**src/rtl/ivl_mbx_get_eng.sv**
```systemverilog
// Mailbox get engine: blocking get with timeout, try_get and optional peek.
// Define IVL_MBX_PEEK_EN to enable op 2 (peek); otherwise op 2 returns BADOP.
`timescale 1ns/1ps
module ivl_mbx_get_eng #(
  parameter int unsigned DW    = 32,
  parameter int unsigned TMO_W = 16
) (
  input  logic             clk,
  input  logic             rst,
  input  logic             req_valid,
  output logic             req_ready,
  input  logic [1:0]       req_op,
  input  logic [TMO_W-1:0] tmo_cyc,
  output logic             rsp_valid,
  input  logic             rsp_ready,
  output logic [DW-1:0]    rsp_data,
  output logic [1:0]       rsp_status,
  input  logic             mb_empty,
  input  logic [DW-1:0]    mb_rdata,
  output logic             mb_pop,
  output logic [15:0]      get_cnt
);

  typedef enum logic [1:0] {S_IDLE, S_EXEC, S_WAIT, S_RESP} state_t;
  typedef enum logic [1:0] {OP_GET = 2'd0, OP_TRY = 2'd1, OP_PEEK = 2'd2, OP_RSVD = 2'd3} op_t;
  typedef enum logic [1:0] {ST_OK = 2'd0, ST_EMPTY = 2'd1, ST_TIMEOUT = 2'd2, ST_BADOP = 2'd3} status_t;

  state_t           state_q, state_d;
  op_t              op_q, op_d;
  logic [TMO_W-1:0] tmo_q, tmo_d;
  logic [TMO_W-1:0] cnt_q, cnt_d;
  logic [DW-1:0]    data_q, data_d;
  status_t          status_q, status_d;
  logic [15:0]      get_cnt_q, get_cnt_d;
  logic             pop;
  logic             op_bad;
  logic             is_pop_op;

  always_comb begin
`ifdef IVL_MBX_PEEK_EN
    op_bad = (req_op == 2'd3);
`else
    op_bad = req_op[1];
`endif
  end

  assign is_pop_op = (op_q == OP_GET) || (op_q == OP_TRY);

  always_comb begin
    state_d   = state_q;
    op_d      = op_q;
    tmo_d     = tmo_q;
    cnt_d     = cnt_q;
    data_d    = data_q;
    status_d  = status_q;
    get_cnt_d = get_cnt_q;
    pop       = 1'b0;
    case (state_q)
      S_IDLE: begin
        if (req_valid) begin
          op_d  = op_t'(req_op);
          tmo_d = tmo_cyc;
          if (op_bad) begin
            data_d   = '0;
            status_d = ST_BADOP;
            state_d  = S_RESP;
          end else begin
            state_d = S_EXEC;
          end
        end
      end
      S_EXEC: begin
        if (!mb_empty) begin
          data_d   = mb_rdata;
          status_d = ST_OK;
          pop      = is_pop_op;
          state_d  = S_RESP;
        end else if (op_q == OP_GET) begin
          cnt_d   = '0;
          state_d = S_WAIT;
        end else begin
          data_d   = '0;
          status_d = ST_EMPTY;
          state_d  = S_RESP;
        end
      end
      S_WAIT: begin
        // An item present in the same cycle the timeout expires takes priority.
        if (!mb_empty) begin
          data_d   = mb_rdata;
          status_d = ST_OK;
          pop      = 1'b1;
          state_d  = S_RESP;
        end else if ((tmo_q != '0) && (cnt_q == tmo_q - TMO_W'(1))) begin
          data_d   = '0;
          status_d = ST_TIMEOUT;
          state_d  = S_RESP;
        end else if (cnt_q != '1) begin
          cnt_d = cnt_q + TMO_W'(1);
        end
      end
      S_RESP: begin
        if (rsp_ready) state_d = S_IDLE;
      end
      default: state_d = S_IDLE;
    endcase
    if (pop) get_cnt_d = get_cnt_q + 16'd1;
  end

  always_ff @(posedge clk) begin
    if (rst) begin
      state_q   <= S_IDLE;
      op_q      <= OP_GET;
      tmo_q     <= '0;
      cnt_q     <= '0;
      data_q    <= '0;
      status_q  <= ST_OK;
      get_cnt_q <= '0;
    end else begin
      state_q   <= state_d;
      op_q      <= op_d;
      tmo_q     <= tmo_d;
      cnt_q     <= cnt_d;
      data_q    <= data_d;
      status_q  <= status_d;
      get_cnt_q <= get_cnt_d;
    end
  end

  assign req_ready  = (state_q == S_IDLE) && !rst;
  assign rsp_valid  = (state_q == S_RESP);
  assign rsp_data   = data_q;
  assign rsp_status = status_q;
  assign mb_pop     = pop && !rst;
  assign get_cnt    = get_cnt_q;

endmodule

```
**config.mk**
```make
export PLATFORM = sky130hd
export DESIGN_NAME = ivl_mbx_get_eng
export DESIGN_NICKNAME = d
export VERILOG_FILES = /design/src/rtl/ivl_mbx_get_eng.sv
export SDC_FILE = /design/constraint.sdc
export NUM_CORES = 1
export LEC_CHECK = 0
export CAP_MARGIN = 10
export CORE_MARGIN = 2
export CORE_UTILIZATION = 50
export CTS_CLUSTER_DIAMETER = 200
export CTS_CLUSTER_SIZE = 20
export DETAILED_ROUTE_END_ITERATION = 8
export PLACE_DENSITY = 0.8
export SYNTH_ARGS = -nofsm -noshare
export SYNTH_HDL_FRONTEND = slang
export SYNTH_SLANG_ARGS = --single-unit
```
**constraint.sdc**
```tcl
create_clock -name clk -period 3.11 [get_ports clk]
set_clock_uncertainty 0.1 [all_clocks]
set_input_delay 0.4665 -clock clk [delete_from_list [all_inputs] [get_ports clk]]
set_output_delay 0.4665 -clock clk [all_outputs]
set_load 0.02 [all_outputs]
```
==> results of run 1 <==
worst max path at each step:
stage / end / slack [ns]
2_1_floorplan: cnt_q[9] / 0.62
3_3_place_gp: cnt_q[8] / 0.47
3_5_place_dp: cnt_q[8] / 0.36
4_1_cts: mb_pop / 0.29
5_1_grt: cnt_q[8] / 0.14
6_report: mb_pop / 0.31
flip-flops by register name, indices dropped and copies added, names as in the netlist:
signal      flops
cnt_q          16
rsp_status      2
rsp_data       32
tmo_q          16
get_cnt        16
op_q            2
state_q         2
synthesized netlist by cell type (2+ instances only):
master,number,share of area (%)
nand2_1,91,7.6
dfxtp_1,86,38
nand2b_1,37,5.1
mux2i_1,34,7.6
a21oi_1,33,3.7
nor2_1,32,2.7
xor2_1,21,4.1
clkbuf_1,19,1.6
nand3_1,14,1.6
nand4_1,14,1.9
xnor2_1,14,2.7
and3_1,12,1.7
or4_1,11,1.8
o21ai_0,10,1.1
ha_1,8,2.2
inv_1,8,0.67
buf_6,7,1.8
nor3_1,7,0.78
o211ai_1,7,1.2
or3_1,6,0.83
and4_1,5,0.97
a211oi_1,4,0.67
a311oi_1,4,0.78
and2_1,4,0.56
a31o_2,3,0.58
nor2b_1,3,0.42
a211o_1,2,0.39
a31oi_1,2,0.28
buf_1,2,0.17
nor3_2,2,0.45
o31ai_1,2,0.33
metal layers:
metal | vias to the layer above | share of wire (%)
met4 | 0 | 1.3
met1 | 1982 | 45
met2 | 128 | 48
li1 | 2060 | -
met5 | - | 0
met3 | 18 | 5.7
metrics by stage:
step           cells  setup slack (ns)  power, mW
5_1_grt          742            0.1405      3.927
3_3_place_gp     726            0.4654      2.847
2_1_floorplan    529            0.6179      2.465
4_1_cts          742            0.2950      3.716
6_report         742            0.3097      3.703
3_5_place_dp     726            0.3637      2.892
cell type report:
class,count,area share (%)
clock buffer,9,2.123
clock inverter,7,1.372
inverter,8,0.5146
multi-input combinational,406,44.28
sequential,86,29.50
tap,108,2.316
timing repair buffer,118,19.90
power by group through the flow:
| stage | clock network [mW] | logic (mW) | registers, mW |
|---|---|---|---|
| final | 0.824 | 1.53 | 1.35 |
| after floorplan | 0 | 1.05 | 1.41 |
| after detailed placement | 0 | 1.52 | 1.37 |
| after global placement | 0 | 1.49 | 1.36 |
| after CTS | 0.838 | 1.53 | 1.34 |
| after global routing | 0.891 | 1.67 | 1.36 |
kinds of logic (layout without fill, tap and decap cells):
family	Yosys count	after routing	share of synthesized area (%)
multiplexers	35	35	7.816
AO/OA/AOI/OAI	81	81	11.68
flip-flops	86	86	38.28
buffers and inverters	37	142	4.340
adder cells (fa/ha/maj)	8	8	2.225
AND/OR/NAND/NOR	247	247	28.85
XOR/XNOR	35	35	6.815
==> flow_metrics.env, run 1 <==
export IMPL_status="complete, no violations"
export IMPL_fin_util_pct=66.92
export IMPL_critPathArrivalTime_ns=2.23
export IMPL_grt_pass1_wl_mm=18.79
export IMPL_num_rows=34
export IMPL_comb_power_share_pct=41.4
export IMPL_die_x_um=98.85
export IMPL_p_switching_mw=1.402
export IMPL_synth_edf_count=0
export IMPL_cp_startpoint="state_q[0]"
export IMPL_yosysSeqAreaShare_pct=38.28
export IMPL_fin_setup_tns_ns=0
export IMPL_required_ns=2.54
export IMPL_dr_pass1_iters=4
export IMPL_grt_pass1_vias=4056
export IMPL_ys_seq_elements=86
export IMPL_yosys_warnings=0
export IMPL_placed_cell_area_mm2=0.005632
export IMPL_powerDensity_mw_per_mm2=634.5
export IMPL_die_h_um=98.85
export IMPL_use_met2_pct=38.20
export IMPL_final_nets=692
export IMPL_holdCritPathClass="input port to flop"
export IMPL_r2r_setup_slack_ns=0.35
export IMPL_setup_viol=0
export IMPL_syn_avg_cell_area_um2=8.503
export IMPL_core_area_mm2=0.008721
export IMPL_path_delay_family="buffers and inverters"
export IMPL_final_common_cell="clkdlybuf4s50_1"
export IMPL_io_pins=108
export IMPL_register_area_mm2=0.001722
export IMPL_clkPwrFrac_pct=22.3
export IMPL_slowest_stage="clkdlybuf4s50_1"
export IMPL_power_frac_seq_pct=36.3
export IMPL_cellLeakagePower_nw=2.144
export IMPL_drive_gt1_share_pct=6.625
export IMPL_r2r_start="tmo_q[0]"
export IMPL_viasPerCell=5.644
export IMPL_start_kind="flop"
export IMPL_period_share_pct=90.04
export IMPL_clkLatencyLatePin_ns=0.36
export IMPL_max_freq_mhz=357.1
export IMPL_start_util_pct=51.58
export IMPL_crit_fanout=4
export IMPL_synth_ff_type="dfxtp_1"
export IMPL_clock_path_buffers=2
export IMPL_r2r_end="cnt_q[8]"
export IMPL_dp_hpwl_mm=8.188
export IMPL_final_area_mm2=0.005836
export IMPL_fp_dieArea_mm2=0.009770
export IMPL_worstHoldStart="rst"
export IMPL_cp_depth=6
export IMPL_drv_slew=0
export IMPL_period_minus_slack_ns=2.800
export IMPL_overflow=0
export IMPL_cts_sinks=86
export IMPL_vias=4188
export IMPL_cts_made_buffers=9
export IMPL_reg2reg_depth=10
export IMPL_p_int_mw=2.301
export IMPL_wire_per_inst_um=15.04
export IMPL_multi_input_area_mm2=0.002584
export IMPL_ir_worst_vdd_v=0.0004234
export IMPL_slowest_delay_ns=0.61
export IMPL_syn_num_nets=592
export IMPL_drv_cap=0
export IMPL_final_antenna_net_count=0
export IMPL_nFillCells=705
export IMPL_drt_iter0_drc=225
export IMPL_drc_errors=0
export IMPL_post_cts_buffers=0
export IMPL_grt_busiest_layer="met2"
export IMPL_diodes=0
export IMPL_grt_max_degree=42
export IMPL_rsz0062_at_grt="false"
export IMPL_worstSetupPathType="flop to output pin"
export IMPL_tritoncts="built"
export IMPL_cts_root_buf="clkbuf_8"
export IMPL_slew_headroom_pct=61.93
export IMPL_cp_end_kind="output pin"
export IMPL_worst_path_buf_inv=2
export IMPL_netlist_area_mm2=0.004498
export IMPL_globalplace_congestion=0.8843
export IMPL_io_buffers=107
export IMPL_clkTransAtPathRegs_ns=0.10
export IMPL_whs_endpoint="get_cnt[13]"
export IMPL_p_sw_share_pct=37.86
export IMPL_async_flop_share_pct=0
export IMPL_synth_cells=529
export IMPL_grt_use_met3_pct=5.390
export IMPL_final_cell_mix="clkdlybuf4s50_1, nand2_1, dfxtp_1, nand2b_1, mux2i_1"
export IMPL_grt_use_met1_pct=30.23
export IMPL_wl_mm=11.16
export IMPL_cts_resized_gates=0
export IMPL_syn2layout_area_growth_pct=29.74
export IMPL_hold_violations=0
export IMPL_htreeDepth=3
export IMPL_worst_pin_slew_ns=0.5696
export IMPL_whs_path_depth=2
export IMPL_holdWs_ns=0.3746
export IMPL_cp_cell_sequence="inv_1, ha_1, nand2b_1, a21oi_1, nor2b_1, clkdlybuf4s50_1"
export IMPL_grt_use_total_pct=23.08
export IMPL_grt_antenna_before_repair=0
export IMPL_ctsHoldBuffers=0
export IMPL_yosysUniqueCellTypes=56
(Power assumes the default switching activity.)
==> run 2, diff against run 1 <==
--- a/config.mk
+++ b/config.mk
@@ -12,6 +12,7 @@
 export CTS_CLUSTER_SIZE = 20
 export DETAILED_ROUTE_END_ITERATION = 8
 export PLACE_DENSITY = 0.8
+export SLEW_MARGIN = 20
 export SYNTH_ARGS = -nofsm -noshare
 export SYNTH_HDL_FRONTEND = slang
 export SYNTH_SLANG_ARGS = --single-unit
==> results of run 2 <==
The final DEF is identical to that of run 1; final timing and power are the same.
